$ cat src/rtl/flip_game_ctrl_if.sv
// Render-side bundle of the bottle-flip game controller.
// Carries platform geometry, player position and score to the display.
interface flip_game_ctrl_if #(
    parameter int NUM_SQ  = 3,
    parameter int COORD_W = 8,
    parameter int SCORE_W = 8
);
    logic [NUM_SQ*COORD_W-1:0] sq_cx;
    logic [NUM_SQ*COORD_W-1:0] sq_cy;
    logic [NUM_SQ-1:0]         sq_color;
    logic [COORD_W-1:0]        pl_x;
    logic [COORD_W-1:0]        pl_y;
    logic [SCORE_W-1:0]        score;
    logic                      game_over;

    modport master (
        output sq_cx, sq_cy, sq_color,
        output pl_x, pl_y, score, game_over
    );

    modport slave (
        input sq_cx, sq_cy, sq_color,
        input pl_x, pl_y, score, game_over
    );
endinterface

$ cat src/rtl/flip_game_ctrl.sv
// Bottle-flip game controller: charge, jump arc, scoring, platform scroll.
// Optional FLIP_PERFECT_BONUS_EN: exact landing scores 2 instead of 1.
module flip_game_ctrl #(
    parameter int NUM_SQ     = 3,
    parameter int COORD_W    = 8,
    parameter int RATIO_SFT  = 4,
    parameter int DIST_MIN   = 13,
    parameter int DIST_RND_W = 3,
    parameter int CHARGE_MAX = 31,
    parameter int HIT_TOL    = 2,
    parameter int SCORE_W    = 8
) (
    input  logic        clk,
    input  logic        rst_n,
    input  logic        btn,
    input  logic        frame_tick,
    input  logic [15:0] rand_in,
    flip_game_ctrl_if.master gif
);
    localparam int XW  = NUM_SQ*COORD_W;
    localparam int PW  = COORD_W+RATIO_SFT+1;
    localparam int PW2 = COORD_W+RATIO_SFT+2;
    localparam int AW  = 2*COORD_W;

    localparam logic [2:0] S_IDLE   = 3'd0;
    localparam logic [2:0] S_CHARGE = 3'd1;
    localparam logic [2:0] S_JUMP   = 3'd2;
    localparam logic [2:0] S_LAND   = 3'd3;
    localparam logic [2:0] S_SHIFT  = 3'd4;
    localparam logic [2:0] S_OVER   = 3'd5;

    localparam logic [COORD_W-1:0] BASE_X0 = COORD_W'(20);
    localparam logic [COORD_W-1:0] BASE_X1 = COORD_W'(40);
    localparam logic [COORD_W-1:0] BASE_Y  = COORD_W'(100);
    localparam logic [COORD_W-1:0] C_MAX   = COORD_W'(CHARGE_MAX);
    localparam logic [COORD_W-1:0] C_DMIN  = COORD_W'(DIST_MIN);
    localparam logic [COORD_W-1:0] C_TOL   = COORD_W'(HIT_TOL);
    localparam logic [COORD_W-1:0] C_ONE   = COORD_W'(1);
    localparam logic [RATIO_SFT:0] R_ONE   = (RATIO_SFT+1)'(1);

    function automatic logic [XW-1:0] geom_x(
        input logic [NUM_SQ-1:0] lay,
        input logic [XW-1:0]     gp
    );
        logic [XW-1:0]      r;
        logic [COORD_W-1:0] c;
        c = lay[0] ? BASE_X1 : BASE_X0;
        r = '0;
        r[0 +: COORD_W] = c;
        for (int i = 1; i < NUM_SQ; i++) begin
            if (lay[i-1])
                c = c - gp[(i-1)*COORD_W +: COORD_W];
            else
                c = c + gp[(i-1)*COORD_W +: COORD_W];
            r[i*COORD_W +: COORD_W] = c;
        end
        return r;
    endfunction

    function automatic logic [XW-1:0] geom_y(
        input logic [XW-1:0] gp
    );
        logic [XW-1:0]      r;
        logic [COORD_W-1:0] c;
        c = BASE_Y;
        r = '0;
        r[0 +: COORD_W] = c;
        for (int i = 1; i < NUM_SQ; i++) begin
            c = c - gp[(i-1)*COORD_W +: COORD_W];
            r[i*COORD_W +: COORD_W] = c;
        end
        return r;
    endfunction

    localparam logic [XW-1:0] RST_GAP = {NUM_SQ{C_DMIN}};
    localparam logic [XW-1:0] RST_CX  = geom_x('0, RST_GAP);
    localparam logic [XW-1:0] RST_CY  = geom_y(RST_GAP);

    logic [2:0]                state;
    logic                      btn_q;
    logic [NUM_SQ-1:0]         layout;
    logic [NUM_SQ-1:0]         color;
    logic [XW-1:0]             gap;
    logic [COORD_W-1:0]        charge;
    logic [RATIO_SFT:0]        ratio;
    logic [SCORE_W-1:0]        score;
    logic                      go_r;
    logic [XW-1:0]             cx_r;
    logic [XW-1:0]             cy_r;
    logic [COORD_W-1:0]        plx;
    logic [COORD_W-1:0]        ply;
    logic [COORD_W-1:0]        pls_x;
    logic [COORD_W-1:0]        pls_y;
    logic signed [COORD_W-1:0] dif_x;
    logic signed [COORD_W-1:0] dif_y;
    logic                      nxt_lay;
    logic                      nxt_col;
    logic [COORD_W-1:0]        nxt_gap;

    logic                      rise;
    logic [XW-1:0]             cur_cx;
    logic [XW-1:0]             cur_cy;
    logic [COORD_W-1:0]        cx0;
    logic [COORD_W-1:0]        cy0;
    logic [COORD_W-1:0]        gap0;
    logic [RATIO_SFT:0]        ratio_n;
    logic                      last;
    logic [PW-1:0]             prod;
    logic [COORD_W-1:0]        dx;
    logic [COORD_W-1:0]        cmd;
    logic [AW-1:0]             arc;
    logic [COORD_W-1:0]        jx;
    logic [COORD_W-1:0]        jy;
    logic [COORD_W-1:0]        adiff;
    logic                      hit;
    logic [SCORE_W:0]          sc_inc;
    logic [SCORE_W:0]          sc_sum;
    logic [SCORE_W-1:0]        score_n;
    logic signed [PW2-1:0]     offx_w;
    logic signed [PW2-1:0]     offy_w;
    logic [COORD_W-1:0]        offx;
    logic [COORD_W-1:0]        offy;
    logic [XW-1:0]             sh_cx;
    logic [XW-1:0]             sh_cy;
    logic [NUM_SQ-1:0]         new_lay;
    logic [NUM_SQ-1:0]         new_col;
    logic [XW-1:0]             new_gap;
    logic [XW-1:0]             new_cx;
    logic [XW-1:0]             new_cy;
    logic [COORD_W-1:0]        bx1;
    logic                      unused_ok;

    assign rise    = btn & ~btn_q;
    assign cur_cx  = geom_x(layout, gap);
    assign cur_cy  = geom_y(gap);
    assign cx0     = cur_cx[0 +: COORD_W];
    assign cy0     = cur_cy[0 +: COORD_W];
    assign gap0    = gap[0 +: COORD_W];
    assign ratio_n = ratio + R_ONE;
    assign last    = ratio_n[RATIO_SFT];

    // Jump arc: linear X, parabolic lift that returns to zero at dx == charge
    assign prod = PW'(charge) * PW'(ratio_n);
    assign dx   = prod[RATIO_SFT +: COORD_W];
    assign cmd  = charge - dx;
    assign arc  = AW'(dx) * AW'(cmd);
    assign jx   = layout[0] ? cx0 - dx : cx0 + dx;
    assign jy   = cy0 - dx - arc[2 +: COORD_W];

    assign adiff = (charge >= gap0) ? charge - gap0 : gap0 - charge;
    assign hit   = adiff <= C_TOL;

`ifdef FLIP_PERFECT_BONUS_EN
    assign sc_inc = (charge == gap0) ? (SCORE_W+1)'(2) : (SCORE_W+1)'(1);
`else
    assign sc_inc = (SCORE_W+1)'(1);
`endif
    assign sc_sum  = {1'b0, score} + sc_inc;
    assign score_n = sc_sum[SCORE_W] ? '1 : sc_sum[SCORE_W-1:0];

    assign bx1 = layout[1] ? BASE_X1 : BASE_X0;

    // Scroll offset is a signed fraction of the full displacement
    assign offx_w = PW2'(dif_x) * PW2'($signed({1'b0, ratio_n}));
    assign offy_w = PW2'(dif_y) * PW2'($signed({1'b0, ratio_n}));
    assign offx   = offx_w[RATIO_SFT +: COORD_W];
    assign offy   = offy_w[RATIO_SFT +: COORD_W];

    always_comb begin
        sh_cx = '0;
        sh_cy = '0;
        for (int i = 0; i < NUM_SQ; i++) begin
            sh_cx[i*COORD_W +: COORD_W] = cur_cx[i*COORD_W +: COORD_W] + offx;
            sh_cy[i*COORD_W +: COORD_W] = cur_cy[i*COORD_W +: COORD_W] + offy;
        end
    end

    assign new_lay = {nxt_lay, layout[NUM_SQ-1:1]};
    assign new_col = {nxt_col, color[NUM_SQ-1:1]};
    assign new_gap = {nxt_gap, gap[XW-1:COORD_W]};
    assign new_cx  = geom_x(new_lay, new_gap);
    assign new_cy  = geom_y(new_gap);

    assign unused_ok = ^{rand_in[15:5+DIST_RND_W],
                         prod[PW-1], prod[RATIO_SFT-1:0],
                         arc[AW-1:COORD_W+2], arc[1:0],
                         offx_w[PW2-1:PW2-2], offx_w[RATIO_SFT-1:0],
                         offy_w[PW2-1:PW2-2], offy_w[RATIO_SFT-1:0]};

    always_ff @(posedge clk or negedge rst_n) begin
        if (!rst_n) begin
            state   <= S_IDLE;
            btn_q   <= 1'b0;
            layout  <= '0;
            color   <= '0;
            gap     <= RST_GAP;
            charge  <= '0;
            ratio   <= '0;
            score   <= '0;
            go_r    <= 1'b0;
            cx_r    <= RST_CX;
            cy_r    <= RST_CY;
            plx     <= RST_CX[0 +: COORD_W];
            ply     <= RST_CY[0 +: COORD_W];
            pls_x   <= '0;
            pls_y   <= '0;
            dif_x   <= '0;
            dif_y   <= '0;
            nxt_lay <= 1'b0;
            nxt_col <= 1'b0;
            nxt_gap <= C_DMIN;
        end else begin
            btn_q <= btn;
            unique case (state)
                S_IDLE: begin
                    if (rise) begin
                        state  <= S_CHARGE;
                        charge <= '0;
                    end
                end
                S_CHARGE: begin
                    if (!btn) begin
                        state <= S_JUMP;
                        ratio <= '0;
                    end else if (frame_tick && charge < C_MAX) begin
                        charge <= charge + C_ONE;
                    end
                end
                S_JUMP: begin
                    if (frame_tick) begin
                        ratio <= ratio_n;
                        plx   <= jx;
                        ply   <= jy;
                        if (last)
                            state <= S_LAND;
                    end
                end
                S_LAND: begin
                    if (hit) begin
                        state   <= S_SHIFT;
                        score   <= score_n;
                        ratio   <= '0;
                        pls_x   <= plx;
                        pls_y   <= ply;
                        dif_x   <= bx1 - cur_cx[COORD_W +: COORD_W];
                        dif_y   <= BASE_Y - cur_cy[COORD_W +: COORD_W];
                        nxt_lay <= (rand_in[3:0] > 4'd13) ?
                                   layout[NUM_SQ-2] : ~layout[NUM_SQ-2];
                        nxt_col <= rand_in[4];
                        nxt_gap <= C_DMIN + COORD_W'(rand_in[5 +: DIST_RND_W]);
                    end else begin
                        state <= S_OVER;
                        go_r  <= 1'b1;
                    end
                end
                S_SHIFT: begin
                    if (frame_tick) begin
                        ratio <= ratio_n;
                        if (last) begin
                            state  <= S_IDLE;
                            layout <= new_lay;
                            color  <= new_col;
                            gap    <= new_gap;
                            cx_r   <= new_cx;
                            cy_r   <= new_cy;
                            plx    <= new_cx[0 +: COORD_W];
                            ply    <= new_cy[0 +: COORD_W];
                            charge <= '0;
                        end else begin
                            cx_r <= sh_cx;
                            cy_r <= sh_cy;
                            plx  <= pls_x + offx;
                            ply  <= pls_y + offy;
                        end
                    end
                end
                S_OVER: begin
                    if (rise) begin
                        state  <= S_IDLE;
                        layout <= '0;
                        color  <= '0;
                        gap    <= RST_GAP;
                        charge <= '0;
                        ratio  <= '0;
                        score  <= '0;
                        go_r   <= 1'b0;
                        cx_r   <= RST_CX;
                        cy_r   <= RST_CY;
                        plx    <= RST_CX[0 +: COORD_W];
                        ply    <= RST_CY[0 +: COORD_W];
                    end
                end
                default: state <= S_IDLE;
            endcase
        end
    end

    assign gif.sq_cx     = cx_r;
    assign gif.sq_cy     = cy_r;
    assign gif.sq_color  = color;
    assign gif.pl_x      = plx;
    assign gif.pl_y      = ply;
    assign gif.score     = score;
    assign gif.game_over = go_r;
endmodule

$ cat src/flat_wrapper.sv
// flat-port wrapper written by rule: the top's interface ports become plain ports
module flip_game_ctrl_flat 
#(
    parameter int NUM_SQ     = 3,
    parameter int COORD_W    = 8,
    parameter int RATIO_SFT  = 4,
    parameter int DIST_MIN   = 13,
    parameter int DIST_RND_W = 3,
    parameter int CHARGE_MAX = 31,
    parameter int HIT_TOL    = 2,
    parameter int SCORE_W    = 8
)
  (clk, rst_n, btn, frame_tick, rand_in, gif_sq_cx, gif_sq_cy, gif_sq_color, gif_pl_x, gif_pl_y, gif_score, gif_game_over);
  flip_game_ctrl_if #(.NUM_SQ(NUM_SQ), .COORD_W(COORD_W), .SCORE_W(SCORE_W)) gif_i ();
  input  logic clk;
  input  logic rst_n;
  input  logic btn;
  input  logic frame_tick;
  input  logic [15:0] rand_in;
  output wire logic [$bits(gif_i.sq_cx)-1:0] gif_sq_cx;
  output wire logic [$bits(gif_i.sq_cy)-1:0] gif_sq_cy;
  output wire logic [$bits(gif_i.sq_color)-1:0] gif_sq_color;
  output wire logic [$bits(gif_i.pl_x)-1:0] gif_pl_x;
  output wire logic [$bits(gif_i.pl_y)-1:0] gif_pl_y;
  output wire logic [$bits(gif_i.score)-1:0] gif_score;
  output wire logic [$bits(gif_i.game_over)-1:0] gif_game_over;
  assign gif_sq_cx = gif_i.sq_cx;
  assign gif_sq_cy = gif_i.sq_cy;
  assign gif_sq_color = gif_i.sq_color;
  assign gif_pl_x = gif_i.pl_x;
  assign gif_pl_y = gif_i.pl_y;
  assign gif_score = gif_i.score;
  assign gif_game_over = gif_i.game_over;
  flip_game_ctrl #(.NUM_SQ(NUM_SQ), .COORD_W(COORD_W), .RATIO_SFT(RATIO_SFT), .DIST_MIN(DIST_MIN), .DIST_RND_W(DIST_RND_W), .CHARGE_MAX(CHARGE_MAX), .HIT_TOL(HIT_TOL), .SCORE_W(SCORE_W)) u_core (.clk(clk), .rst_n(rst_n), .btn(btn), .frame_tick(frame_tick), .rand_in(rand_in), .gif(gif_i));
endmodule
$ cat config.mk
export PLATFORM = sky130hd
export DESIGN_NAME = flip_game_ctrl_flat
export DESIGN_NICKNAME = d
export VERILOG_FILES = /design/src/rtl/flip_game_ctrl_if.sv /design/src/rtl/flip_game_ctrl.sv /design/src/flat_wrapper.sv
export SDC_FILE = /design/constraint.sdc
export NUM_CORES = 1
export LEC_CHECK = 0
export CORE_MARGIN = 1.5
export CORE_UTILIZATION = 62
export CTS_CLUSTER_SIZE = 8
export DETAILED_ROUTE_END_ITERATION = 8
export PLACE_DENSITY = 0.82
export SLEW_MARGIN = 20
export SYNTH_ARGS = -nofsm -noshare
export SYNTH_HDL_FRONTEND = slang
export SYNTH_SLANG_ARGS = --single-unit
$ cat constraint.sdc
create_clock -name clk -period 12.06 [get_ports clk]
set_input_delay 1.809 -clock clk [delete_from_list [all_inputs] [get_ports clk]]
set_output_delay 1.809 -clock clk [all_outputs]
set_load 0.05 [all_outputs]
; ---- Yosys cells after proc, flatten, opt, wreduce, memory -nomap -nowiden
; Cells that the tools add are included.
[op_classes]
n_addsub = 33
multipliers = 4
order_cmp = 4
n_eq_ne = 18
mux = 63
bitwise = 3
reduce_logical = 18
[ops]
columns = op, n
row1 = $mux W24, 9
row2 = $mux W8, 21
row3 = $pmux W24 S2, 3
row4 = $add A8 B8 Y8, 12
row5 = $sub A8 B8 Y8, 12
row6 = $pmux W8 S3, 3
row7 = $mux W3, 11
row8 = $sub A7 B8 Y8 const A, 4
row9 = $mul A8 B6 Y12, 2
row10 = $mux W5, 4
row11 = $pmux W5 S4, 1
row12 = $pmux W3 S6, 1
row13 = $ne A2 B1 Y1 const B, 8
row14 = $pmux W8 S2, 1
row15 = $mul A8 B5 Y12, 1
row16 = $mux W6, 2
row17 = $pmux W3 S2, 2
row18 = $mul A8 B8 Y10, 1
row19 = $ne A2 B2 Y1 const B, 5
row20 = $add A8 B1 Y9 const B, 1
row21 = $reduce_and A3 Y1, 3
row22 = $add A7 B8 Y8 const A, 1
row23 = $add A8 B1 Y8 const B, 1
row24 = $ge A8 B8 Y1, 1
row25 = 23 further kinds, 33
[word_totals]
reg_bits = 162
input_bits = 20
output_inout_bits = 76

; ---- Logic depth before layout (Yosys ltp)
; Gate-level depths: netlist of the first run.
[logic_depth]
word_depth = 9
ltp_mapped = 50
depth_no_buf = 47

; ---- Least setup slack after synthesis of the first run
; OpenSTA, ideal clock, no wires.
[synth_timing]
kind = register to register
startpoint = reg u_core.ratio[0]
endpoint = reg u_core.ply[7] (netlist: u_core.gif.pl_y[7])
setup_ps = 127
arrival_time_ps = 10925
slack_ps = 1009
stages_incl_launch_ff = 45
synth_period_minus_slack_ps = 11051
cell_sequence = dfrtp_1 > ha_1 > nand3_1 > xnor2_2 > clkbuf_1 > clkbuf_1 > nand2_1 > fa_1 > fa_1 > fa_1 > inv_1 > ha_1 > and3_4 > a221o_1 > xor2_1 > clkinv_1 > ha_1 > nor2b_1 > (+9 left out) > fa_1 > fa_1 > fa_1 > inv_1 > ha_1 > a21oi_1 > xnor2_1 > ha_1 > xor2_1 > xnor2_1 > xnor2_1 > xnor2_1 > xnor2_1 > xnor2_1 > xnor3_1 > xnor3_1 > xnor2_1 > o21ai_1
[synth_between]
elab_chain_len = 7
word_cells_on_any_way = 12
[synth_rtl]
columns = item, line_no
row1 = from (decl), flip_game_ctrl.sv:85  ; logic [RATIO_SFT:0] ratio;
row2 = from (signal assigned), flip_game_ctrl.sv:231  ; ratio <= ratio_n;
row3 = from (signal assigned), flip_game_ctrl.sv:258  ; ratio <= ratio_n;
row4 = $add A5 B1 Y5 (*), flip_game_ctrl.sv:139  ; assign ratio_n = ratio + R_ONE;
row5 = $mul A8 B5 Y12, flip_game_ctrl.sv:143  ; assign prod = PW'(charge) * PW'(ratio_n);
row6 = $sub A8 B8 Y8, flip_game_ctrl.sv:145  ; assign cmd = charge - dx;
row7 = $mul A8 B8 Y10, flip_game_ctrl.sv:146  ; assign arc = AW'(dx) * AW'(cmd);
row8 = $sub A8 B8 Y8, flip_game_ctrl.sv:148  ; assign jy = cy0 - dx - arc[2 +: COORD_W];
row9 = $mux W8, flip_game_ctrl.sv:230  ; if (frame_tick) begin
row10 = $pmux W8 S3 (*), flip_game_ctrl.sv:214  ; unique case (state)
row11 = to (signal assigned), flip_game_ctrl.sv:204  ; ply <= RST_CY[0 +: COORD_W];
row12 = to (signal assigned), flip_game_ctrl.sv:233  ; ply <= jy;
row13 = to (signal assigned), flip_game_ctrl.sv:267  ; ply <= new_cy[0 +: COORD_W];
row14 = to (decl), flip_game_ctrl.sv:91  ; logic [COORD_W-1:0] ply;
; Mark *: on every way between the ends. The rest lies on a longest branch, timed or not. The select of a mux whose other input is x is not followed.
; A chain may end at the register's enable or synchronous reset.

; ---- Final worst setup path of the first run
[layout_timing]
startpoint = reg u_core.ratio[1]
endpoint = reg u_core.ply[7] (netlist: u_core.gif.pl_y[7])
; The elaborated chain is that of the path after synthesis.

==> flow_metrics.env, run 1 <==
export IMPL_status="finished clean"
export IMPL_synth_compound_area_share_pct=15.47
export IMPL_slew_violations=0
export IMPL_rr_startpoint="u_core.ratio[1]"
export IMPL_hold_viol_final=0
export IMPL_synth_top_family_by_area="adder cells"
export IMPL_syn_nets=2131
export IMPL_hold_buffers=0
export IMPL_fin_setup_tns_ps=0
export IMPL_path_common_cell="xnor2_1"
export IMPL_track_usage_pct=32.93
export IMPL_drt_iter0_markers=1316
export IMPL_post_cts_resized=0
export IMPL_drt_wl_total_um=42590
export IMPL_tightest_slew_ps=1186
export IMPL_synth_xor_area_share_pct=10.11
export IMPL_required_ps=12380
export IMPL_ys_seq_elements=149
export IMPL_fin_skew_ps=10.91
export IMPL_drc=0
export IMPL_synthAdderAreaFrac_pct=26.41
export IMPL_postSynth_asyncResetShare_pct=100.0
export IMPL_whs_ps=474.5
export IMPL_cp_end_kind="register"
export IMPL_gp_congestion=0.9456
export IMPL_yosysMostFrequentCell="inv_1"
export IMPL_yosysTopAreaCellShare_pct=17.53
export IMPL_grt_max_degree=78
export IMPL_cp_max_fo=8
export IMPL_start_util_pct=63.68
export IMPL_yosysUniqueCellTypes=81
export IMPL_num_vias=13560
export IMPL_grt_pass1_wl_um=69090
export IMPL_fin_area_um2=17900
export IMPL_cp_slowest_cell="fa_1"
export IMPL_holdPathStages=1
export IMPL_vdd_drop_max_mv=0.1481
export IMPL_fin_crit_sh_pct=94.43
export IMPL_crit_path_max_incr_delay_ps=560
export IMPL_power_density_nw_per_um2=175.5
export IMPL_worstReg2RegEnd="u_core.gif.pl_y[7]"
export IMPL_holdCritPathClass="reg -> reg"
export IMPL_wire_per_inst_um=19.06
export IMPL_dieArea_um2=26990
export IMPL_max_freq_mhz=87.81
export IMPL_cts_root_buffer="clkbuf_16"
export IMPL_synth_cells=1832
export IMPL_cts_sinks=149
export IMPL_yosys_warnings=0
export IMPL_synth_area_um2=16130
export IMPL_r2r_cells=43
export IMPL_die_width_um=164.3
export IMPL_setup_viol=0
export IMPL_dp_hpwl_um=32410
export IMPL_path_class="reg -> reg"
export IMPL_avgSynthCellArea_um2=8.804
export IMPL_h_tree_depth=4
export IMPL_reg2reg_slack_ps=670
export IMPL_drt_first_pass_iters=7
export IMPL_die_h_um=164.3
export IMPL_p_leak_nw=8.638
export IMPL_synth_simple_area_share_pct=15.17
export IMPL_clkLatencyLatePin_ps=440
export IMPL_ant_nets=0
export IMPL_hold_start="u_core.gif.sq_cx[3]"
export IMPL_synthTopCellsByArea="dfrtp_1, ha_1, fa_1, xnor2_1, dfstp_2"
export IMPL_cts_buffers=17
export IMPL_num_rows=58
export IMPL_antennaDiodeCount=0
export IMPL_arrival_ps=11700
export IMPL_startpoint_type="register"
export IMPL_drive_gt1_share_pct=7.297
export IMPL_max_cap_violations=0
export IMPL_fin_crit_ps=11390
export IMPL_ys_seq_area_share_pct=23.40
export IMPL_cts_reportedPaths_clkPinSlew_ps=70
export IMPL_synth_edf_count=0
export IMPL_antenna_found_initial=0
export IMPL_area_delta_synth_final_pct=10.99
export IMPL_cts_buffer_depth=2
export IMPL_viasPerCell=6.068
export IMPL_post_cts_buffers=0
export IMPL_synth_flop_cell="dfrtp_1"
export IMPL_synth_mux_area_share_pct=2.637
export IMPL_portBuffers=86
export IMPL_grt_pass1_vias=13490
export IMPL_core_area_um2=25330
export IMPL_slew_headroom_pct=20.40
export IMPL_gr_total_overflow=0
export IMPL_rsz0062_at_grt="false"
export IMPL_tritoncts="done"
export IMPL_num_io_pins=96
export IMPL_synth_largest_area_cell="dfrtp_1"
export IMPL_fin_nets=2191
export IMPL_synthTopCellsByCount="inv_1, ha_1, nor2_1"
export IMPL_min_to="u_core.gif.sq_cx[3]"
export IMPL_place_area_um2=17320
## area by class of cell
type                    instances  area (um^2)
flip-flops and latches        149         3774
fillers                      1880         7425
clock inverters                14        138.9
repair buffers                103        993.5
well taps                     330        412.9
inverters                     226        850.8
clock buffers                  18        429.2
multi-input cells            1395        11300
## worst max path at each step
stage,start,end,slack [ps],cells past startpoint
after floorplan,u_core.ratio[0],u_core.gif.pl_y[7],1010,44
after global placement,u_core.ratio[0],u_core.gif.pl_y[7],920,38
after detailed placement,u_core.ratio[0],u_core.gif.pl_y[7],630,39
after CTS,u_core.ratio[0],u_core.gif.pl_y[7],590,39
after global routing,u_core.ratio[1],u_core.gif.pl_y[7],80,43
final,u_core.ratio[1],u_core.gif.pl_y[7],670,43
## critical path, delay by kind of cell (launching register included)
| kind | cells | cell delay [ps] |
|---|---|---|
| xor+xnor | 12 | 2560 |
| simple gates | 9 | 1900 |
| compound gates | 6 | 870 |
| buf+inv | 4 | 340 |
| flops | 1 | 380 |
| fa+ha+maj | 12 | 5230 |
## cells by family after synthesis
group	after synthesis
AND/OR/NAND/NOR	501
AO/OA/AOI/OAI	400
buffers and inverters	288
adder cells (fa/ha/maj)	280
XOR/XNOR	175
flip-flops	149
multiplexers	39
## placed cells by master, fill, tap and decap left out, types with 51 or more instances in the layout
master and count:
a21oi_1 110, clkdlybuf4s50_1 85, dfrtp_1 113, fa_1 101
ha_1 178, inv_1 219, nand2_1 135, nor2_1 145
nor2b_1 51, o21ai_0 105, xnor2_1 121
## sequential cells by signal (all words and copies together) (netlist names), 8 cells and up
| signal | flops |
|---|---|
| u_core.gif.sq_cx | 24 |
| u_core.gif.sq_cy | 24 |
| u_core.gap | 15 |
| u_core.charge | 8 |
| u_core.dif_y | 8 |
| u_core.gif.pl_x | 8 |
| u_core.gif.pl_y | 8 |
| u_core.gif.score | 8 |
| u_core.pls_x | 8 |
| u_core.pls_y | 8 |
## layer usage
metal	GRT usage (%)	share of wire, %
met1	44.28	42
met2	53.30	46
met3	5.985	8.5
met4	11.69	3.4
met5	0	0
## report_power, final
part           switching (W)  total [W]  internal [W]  leakage (nW)
registers           0.000141   0.000782      0.000641          1.88
logic                0.00115    0.00184      0.000688          6.48
clock network       0.000249   0.000522      0.000274         0.276
## stage by stage
stage	utilization, %	worst slack, ps	instances	total power, W
2_1_floorplan	-	1009	1832	0.002073
3_3_place_gp	68.40	915.4	2203	0.002533
3_5_place_dp	68.40	633.2	2203	0.002585
4_1_cts	70.64	592.5	2235	0.003117
5_1_grt	70.68	82.93	2235	0.003330
6_report	70.68	672.2	2235	0.003142
Note: power is estimated with default switching activity, not from simulation.
==> run 2: changes to the inputs <==
Settings changed: CTS_CLUSTER_SIZE 8 to not set.
==> results of run 2 <==
The final DEF is identical to that of run 1; final timing and power are the same.
==> run 3: changes to the inputs <==
Settings changed: CORE_UTILIZATION 62 to 56, PLACE_DENSITY 0.82 to 0.78.
Clock period 12.06 ns to 10 ns, I/O delays scaled along.
==> run 3 against run 2 <==
The run now ends with setup timing left. Global-route usage down 2.2 points. Non-clock buffer count up 65. Setup slack worse by 760 ps. Die area up 11%. Sequential power up 22%. Flip-flop and latch count unchanged. Fmax up 13%. Combinational power up 27%. Critical path depth down 1. Critical path type unchanged.
==> flow_metrics.env, run 3 (synthesis results as in run 1) <==
export IMPL_status="finished, violations left"
export IMPL_failed_checks="setup timing"
export IMPL_cp_max_fo=4
export IMPL_p_leak_nw=9.019
export IMPL_p_sw_w=0.001928
export IMPL_holdPathStages=2
export IMPL_tritoncts="done"
export IMPL_die_width_um=172.7
export IMPL_grt_max_degree=77
export IMPL_cp_slowest_cell="fa_1"
export IMPL_drc=0
export IMPL_comb_power_share_pct=58.7
export IMPL_fin_skew_ps=12.24
export IMPL_antenna_found_initial=0
export IMPL_rsz0062_at_grt="true"
export IMPL_antennaDiodeCount=0
export IMPL_h_tree_depth=4
export IMPL_hold_buffers=0
export IMPL_p_seq_share_pct=23.9
export IMPL_cts_root_buffer="clkbuf_16"
export IMPL_area_delta_synth_final_pct=17.31
export IMPL_startpoint_type="register"
export IMPL_slew_headroom_pct=29.89
export IMPL_dp_hpwl_um=34170
export IMPL_slew_violations=0
export IMPL_core_area_um2=28090
export IMPL_num_vias=13890
export IMPL_track_usage_pct=30.76
export IMPL_max_freq_mhz=99.17
export IMPL_gp_congestion=0.9134
export IMPL_cts_buffers=17
export IMPL_arrival_ps=10410
export IMPL_dieArea_um2=29830
export IMPL_grt_pass1_vias=14130
export IMPL_start_util_pct=57.43
export IMPL_path_common_cell="fa_1"
export IMPL_holdCritPathClass="reg -> reg"
export IMPL_viasPerCell=5.917
export IMPL_drive_gt1_share_pct=13.05
export IMPL_grt_util_met2_pct=49.75
export IMPL_die_h_um=172.7
export IMPL_required_ps=10330
export IMPL_setup_viol=1
export IMPL_path_class="reg -> reg"
export IMPL_cts_reportedPaths_clkPinSlew_ps=80
export IMPL_dp_cells=2301
export IMPL_portBuffers=86
export IMPL_p_int_w=0.002066
export IMPL_fin_crit_sh_pct=100.8
export IMPL_grt_pass1_wl_um=73290
export IMPL_hold_viol_final=0
export IMPL_fin_cells=2348
export IMPL_num_io_pins=96
export IMPL_cts_buffer_depth=2
export IMPL_drt_iter0_markers=1284
export IMPL_power_density_nw_per_um2=211.1
export IMPL_num_rows=61
export IMPL_fin_nets=2256
export IMPL_wire_per_inst_um=19.16
export IMPL_mostFrequentLayoutCells="inv_1, ha_1, nor2_1, nand2_1, xnor2_1"
export IMPL_nFillCells=2262
export IMPL_fin_util_pct=67.36
export IMPL_final_common_cell="inv_1"
export IMPL_vdd_drop_max_mv=0.2379
export IMPL_clkLatencyLatePin_ps=440
export IMPL_use_met1_pct=41.57
export IMPL_p_sw_share_pct=48.27
export IMPL_gr_max_usage_layer="met2"
export IMPL_whs_ps=481.7
export IMPL_fin_crit_ps=10080
export IMPL_cp_end_kind="register"
export IMPL_gr_usage_met3_pct=4.639
export IMPL_timing_final_ws_setup_ps=-84.09
export IMPL_r2r_cells=42
export IMPL_crit_path_max_incr_delay_ps=540
export IMPL_cts_sinks=149
export IMPL_gr_total_overflow=0
export IMPL_design_power_total_w=0.003993
export IMPL_drt_wl_total_um=44980
export IMPL_drt_first_pass_iters=5
export IMPL_max_cap_violations=0
export IMPL_ant_nets=0
export IMPL_pwr_share_clk_pct=17.4
export IMPL_tightest_slew_ps=1048
## run 3: changes by cell type in the layout (fill, tap and decap cells not counted), sizes merged
cell,change
inv,+2
clkinv,-4
bufinv,+2
buf,+65
## run 3: critical path, delay by kind of cell (launching register included)
| kind | cells | cell delay, ps |
|---|---|---|
| AOI/OAI and AO/OA | 6 | 820 |
| adders and majority gates | 12 | 4710 |
| xor gates and xnor gates | 11 | 1960 |
| DFF | 1 | 450 |
| and+or+nand+nor | 6 | 1410 |
| buffers and inverters | 7 | 610 |
## run 3: path summary, 6_finish.rpt
path / to / slack, ps / start
max in group asynchronous: u_core.gif.sq_cy[23] / 7460 / rst_n
max: u_core.gif.pl_y[7] / -80 / u_core.ratio[0]
min reg2reg: u_core.gif.sq_cy[0] / 480 / u_core.gif.sq_cy[0]
min in group asynchronous: u_core.gif.sq_cx[7] / 1090 / rst_n
min: u_core.gif.sq_cy[0] / 480 / u_core.gif.sq_cy[0]
max reg2reg: u_core.gif.pl_y[7] / -80 / u_core.ratio[0]
## run 3: layer usage
layer | wire length (um) | part of all wire (%)
met5 | 0 | 0
met4 | 1634 | 3.6
met3 | 3465 | 7.7
met2 | 20950 | 47
met1 | 18930 | 42
## run 3: layout make-up
class	count	area [um^2]	area share, %
clock buffers	18	429.2	2.268
inverters	226	855.8	4.523
flip-flops and latches	149	3776	19.96
well taps	378	473.0	2.500
repair buffers	168	1501	7.935
multi-input cells	1395	11700	61.83
clock inverters	14	186.4	0.9853
## run 3: timing repair
| item | in CTS | in global routing |
|---|---|---|
| setup buffers | 9 | 6 |
| endpoints found under the setup margin | 1 | 1 |
| resized for setup | 34 | 23 |
| endpoints found under the hold margin | 0 | 0 |
| pin swaps | 49 | 40 |
## run 3: through the flow
stage / setup TNS (ps) / setup WS, ps / cell area [um^2]
floorplan: 0 / 2.233 / 16300
global placement: -131.2 / -131.2 / 17880
detailed placement: -379.0 / -379.0 / 17880
CTS: -66.88 / -66.88 / 18780
global route: -379.6 / -379.6 / 18920
finish: -84.09 / -84.09 / 18920
## run 3: power by group through the flow
stage / clock network, W / registers, W / logic, W
after floorplan: 0 / 0.00122 / 0.00128
after global placement: 0 / 0.000950 / 0.00217
after detailed placement: 0 / 0.000956 / 0.00223
after CTS: 0.000695 / 0.000948 / 0.00230
after global routing: 0.000718 / 0.000974 / 0.00253
final: 0.000693 / 0.000956 / 0.00234
